==> src/rtl/addseq_ctrl_8.sv <==
// rtl/addseq_ctrl_8.sv - byte-serial multi-byte add sequencer around one 8-bit adder
// Optional subtract mode (extra `sub` input) is enabled by defining ADDSEQ_SUB_EN.

module bitadder_8 (
  input  logic [7:0] A,
  input  logic [7:0] B,
  input  logic       cin,
  output logic       cout,
  output logic [7:0] S
);
  assign {cout, S} = {1'b0, A} + {1'b0, B} + {8'd0, cin};
endmodule

module addseq_ctrl_8 #(
  parameter int NBYTES = 4
) (
  input  logic                clk,
  input  logic                rst_n,
  input  logic                start,
  input  logic [8*NBYTES-1:0] op_a,
  input  logic [8*NBYTES-1:0] op_b,
  input  logic                cin,
`ifdef ADDSEQ_SUB_EN
  input  logic                sub,
`endif
  output logic                busy,
  output logic                done,
  output logic [8*NBYTES-1:0] sum,
  output logic                cout,
  output logic                ovf
);
  localparam int W  = 8 * NBYTES;
  localparam int IW = (NBYTES > 1) ? $clog2(NBYTES) : 1;
  localparam logic [IW-1:0] LAST_IDX = IW'(NBYTES - 1);

  typedef enum logic [1:0] {
    IDLE = 2'd0,
    ADD  = 2'd1,
    DONE = 2'd2
  } state_t;

  state_t          state;
  state_t          state_nxt;
  logic [W-1:0]    a_reg;
  logic [W-1:0]    b_reg;
  logic            carry;
  logic [IW-1:0]   byte_idx;
  logic [W-1:0]    b_eff;
  logic            carry_init;
  logic [7:0]      add_a;
  logic [7:0]      add_b;
  logic [7:0]      add_s;
  logic            add_cout;
  logic            accept;
  logic            last;

  // Subtraction is a + ~b + 1; the inversion is applied once at capture.
`ifdef ADDSEQ_SUB_EN
  assign b_eff      = sub ? ~op_b : op_b;
  assign carry_init = sub ? 1'b1 : cin;
`else
  assign b_eff      = op_b;
  assign carry_init = cin;
`endif

  assign add_a  = a_reg[{byte_idx, 3'b000} +: 8];
  assign add_b  = b_reg[{byte_idx, 3'b000} +: 8];
  assign accept = (state == IDLE) && start;
  assign last   = (byte_idx == LAST_IDX);

  bitadder_8 u_adder (
    .A    (add_a),
    .B    (add_b),
    .cin  (carry),
    .cout (add_cout),
    .S    (add_s)
  );

  always_ff @(posedge clk or negedge rst_n) begin
    if (!rst_n) begin
      state <= IDLE;
    end else begin
      state <= state_nxt;
    end
  end

  always_comb begin
    state_nxt = state;
    busy      = 1'b0;
    done      = 1'b0;
    case (state)
      IDLE: begin
        if (start) state_nxt = ADD;
      end
      ADD: begin
        busy = 1'b1;
        if (last) state_nxt = DONE;
      end
      DONE: begin
        done      = 1'b1;
        state_nxt = IDLE;
      end
      default: state_nxt = IDLE;
    endcase
  end

  always_ff @(posedge clk or negedge rst_n) begin
    if (!rst_n) begin
      a_reg    <= '0;
      b_reg    <= '0;
      carry    <= 1'b0;
      byte_idx <= '0;
      sum      <= '0;
      cout     <= 1'b0;
      ovf      <= 1'b0;
    end else if (accept) begin
      a_reg    <= op_a;
      b_reg    <= b_eff;
      carry    <= carry_init;
      byte_idx <= '0;
      sum      <= '0;
      cout     <= 1'b0;
      ovf      <= 1'b0;
    end else if (state == ADD) begin
      sum[{byte_idx, 3'b000} +: 8] <= add_s;
      carry <= add_cout;
      if (last) begin
        // Index stays at the last byte; it is reloaded on the next accept.
        cout <= add_cout;
        ovf  <= (a_reg[W-1] == b_reg[W-1]) && (add_s[7] != a_reg[W-1]);
      end else begin
        byte_idx <= byte_idx + 1'b1;
      end
    end
  end

endmodule

==> config.mk <==
export PLATFORM = sky130hd
export DESIGN_NAME = addseq_ctrl_8
export DESIGN_NICKNAME = d
export VERILOG_FILES = /design/src/rtl/addseq_ctrl_8.sv
export SDC_FILE = /design/constraint.sdc
export NUM_CORES = 1
export LEC_CHECK = 0
export BUFFER_PORTS_ARGS = -buffer_cell sky130_fd_sc_hd__buf_4
export CORE_ASPECT_RATIO = 0.7
export CORE_MARGIN = 2
export CORE_UTILIZATION = 43
export DETAILED_ROUTE_END_ITERATION = 8
export GPL_TIMING_DRIVEN = 0
export HOLD_SLACK_MARGIN = 0.02
export PLACE_DENSITY = 0.65
export SYNTH_ARGS = -nofsm -noshare
export SYNTH_HDL_FRONTEND = slang
export SYNTH_SLANG_ARGS = --single-unit
==> constraint.sdc <==
create_clock -name clk -period 3.9 [get_ports clk]
set_input_delay 0.39 -clock clk [delete_from_list [all_inputs] [get_ports clk]]
set_output_delay 0.39 -clock clk [all_outputs]
set_load 0.01 [all_outputs]
==> flow_summary.json <==
{
  "drc": 0,
  "synth-async-reset-ratio_pct": 100,
  "port_buffers": 103,
  "power.density_nw_per_um2": 1030,
  "ys.flop_type": "dfrtp_1",
  "num_io_pins": 104,
  "synth.distinct_cells": 43,
  "rows": 32,
  "clkTransAtPathRegs_ns": 0.07,
  "wl_per_cell_um": 18.6,
  "yosysSeqAreaShare_pct": 54.4,
  "design.die.area_um2": 11900,
  "clkSinkCount": 103,
  "worstPathCellList": "buf_2 > mux4_2 > fa_1 > inv_1 > fa_1 > nor2b_1 > o31a_1 > or4b_1 > nand3_1 > a22o_1",
  "synthAdderAreaFrac_pct": 3.75,
  "muxShareOfSynthArea_pct": 23.0,
  "fmax_mhz": 282,
  "min_path_type": "in -> async",
  "grt_pass1_wl_mm": 18.3,
  "setup_viol_count_final": 0,
  "grt_pass1_vias": 3337,
  "power.leakage_nw": 2.77,
  "cpMostUsedCell": "fa_1",
  "grt_max_degree": 104,
  "arrival_ns": 3.83,
  "tns_ns": 0,
  "r2r_slack_ns": 0.35,
  "detail_route.iter0.violations": 234,
  "die_height_um": 91.8,
  "cp_slowest_cell": "mux4_2",
  "die_w_um": 129,
  "hpwl_mm": 8.53,
  "area_delta_synth_final_pct": 26.0,
  "yosys_warnings": 0,
  "synth-seq-cells": 103,
  "gp_congestion": 0.821,
  "global_route.usage.met1_pct": 31.3,
  "root_buffer": "clkbuf_16",
  "ir_drop_v": 0.000531,
  "ant_nets": 0,
  "diodes": 0,
  "max_slew.worst_pin.slew_ns": 0.947,
  "synth_top_family_by_area": "multiplexers",
  "cpPeakStageDelay_ns": 0.60,
  "drive_gt1_share_pct": 46.6,
  "synth_edf_count": 0,
  "syn_area_um2": 4740,
  "worstSetupEndpointType": "register",
  "vias": 3260,
  "critPathBufInv": 2,
  "status": "finished, final reports clean",
  "grt-ovfl-total": 0,
  "yosys.area_share.simple_pct": 5.86,
  "timing.final.crit_period_ns": 3.55,
  "clock_skew_ns": 0.00716,
  "finalHoldViolCount": 0,
  "crit_type": "reg -> reg",
  "nets": 540,
  "synth_compound_area_share_pct": 10.1,
  "required_ns": 4.18,
  "first_pass_iters": 4,
  "antenna_found_initial": 0,
  "slew_headroom_pct": 36.9,
  "avgViaCountPerCell": 5.28,
  "hold_ws_ns": 0.124,
  "syn-num-nets": 426,
  "use_met2_pct": 29.4,
  "placedInstanceArea_um2": 5700,
  "maxSlewViolCount": 0,
  "cts_tree": "done",
  "grt.busiest_layer": "met1",
  "crit_family": "simple AND/OR/NAND/NOR gates",
  "start_kind": "register",
  "design_area_um2": 5970,
  "h-tree-depth": 3,
  "grt_use_total_pct": 20.7,
  "start_util_pct": 43.5,
  "synth_xor_xnor_area_share_pct": 0.554,
  "worstSkewPairLatency_ns": 0.34,
  "wl_mm": 11.5,
  "numCtsBuffers": 9,
  "hold_buffers": 0,
  "grt_util_met3_pct": 6.42,
  "syn_inst": 345,
  "core_um2": 10900,
  "maxCapViolCount": 0,
  "rsz0062_at_grt": "false",
  "path_max_fanout": 10,
  "cts_max_path_buffers": 2,
  "period_share_pct": 91.0,
  "syn_avg_cell_area_um2": 13.7
}
[final timing paths]
check / cells after the start / end / start
worst max-delay path: 10 / sum[14]$_DFFE_PN0P_ / byte_idx[0]$_DFFE_PN0P_
worst min-delay path: 1 / sum[2]$_DFFE_PN0P_ / rst_n
worst max register to register: 10 / sum[14]$_DFFE_PN0P_ / byte_idx[0]$_DFFE_PN0P_
worst min register to register: 2 / sum[8]$_DFFE_PN0P_ / sum[8]$_DFFE_PN0P_
max in group asynchronous: 1 / a_reg[12]$_DFFE_PN0P_ / rst_n
min in group clk: 2 / b_reg[18]$_DFFE_PN0P_ / op_b[18]
[through the flow]
stage	setup WS, ns	power, mW	util (%)	cells
2_1_floorplan	0.832	4.21	-	345
3_3_place_gp	0.162	5.21	52.4	601
3_5_place_dp	0.133	5.33	52.4	601
4_1_cts	0.101	6.17	54.8	617
5_1_grt	0.129	6.59	54.8	617
6_report	0.350	6.16	54.8	617
[synthesized netlist by cell type, drive strengths merged, types with 4 or more instances]
library cell,n,area (µm²)
a21oi,6,33.8
o21ai,18,90.1
nand2,25,93.8
mux2,64,721
ha,11,138
a21o,8,62.6
nor2,10,37.5
inv,6,22.5
nand3,4,20.0
dfrtp,103,2580
mux4,16,360
a22o,18,158
nor2b,4,25.0
buf,13,66.3
[power by group]
group	switching, mW	internal (mW)	leakage, nW	total [mW]
logic	1.94	1.60	1.37	3.54
clock network	0.378	0.433	0.120	0.811
registers	0.259	1.55	1.29	1.80
[metal layers]
layer	vias to the layer above	share of wire [%]
met4	0	0.40
met2	120	43
met5	-	0
li1	1504	-
met3	6	8.1
met1	1630	48
[placed cells by master (no fill, tap or decap), drive strengths merged, types with 3 or more instances in the layout]
master | Yosys | final
dfrtp | 103 | 103
nand3 | 4 | 4
mux2 | 64 | 64
mux4 | 16 | 16
nand2 | 25 | 25
ha | 11 | 11
clkbuf | 3 | 16
o21ai | 18 | 18
a211o | 3 | 3
nor3 | 3 | 3
a21o | 8 | 8
buf | 13 | 116
inv | 6 | 6
a21oi | 6 | 6
nor2 | 10 | 10
nand4 | 3 | 3
a22o | 18 | 18
nor2b | 4 | 4
[area by class of cell]
type	count	area, µm²
buffer	17	88.8
clock inverter	3	20.0
multi-input combinational	219	2050
sequential	103	2580
timing repair buffer	103	777
tap	153	191
fill	935	4920
inverter	6	22.5
clock buffer	13	240
[cells by family after synthesis]
group	Yosys count
muxes	81
adders and majority gates	13
xor gates and xnor gates	3
AOI/OAI and AO/OA	64
DFF	103
and+or+nand+nor	58
buffers and inverters	23
[timing repair]
action / in CTS / in global routing
gates resized for setup: 0 / 2
setup endpoints to repair: 0 / 3
setup buffers: 0 / 0
Power figures use the tool's default switching activity.
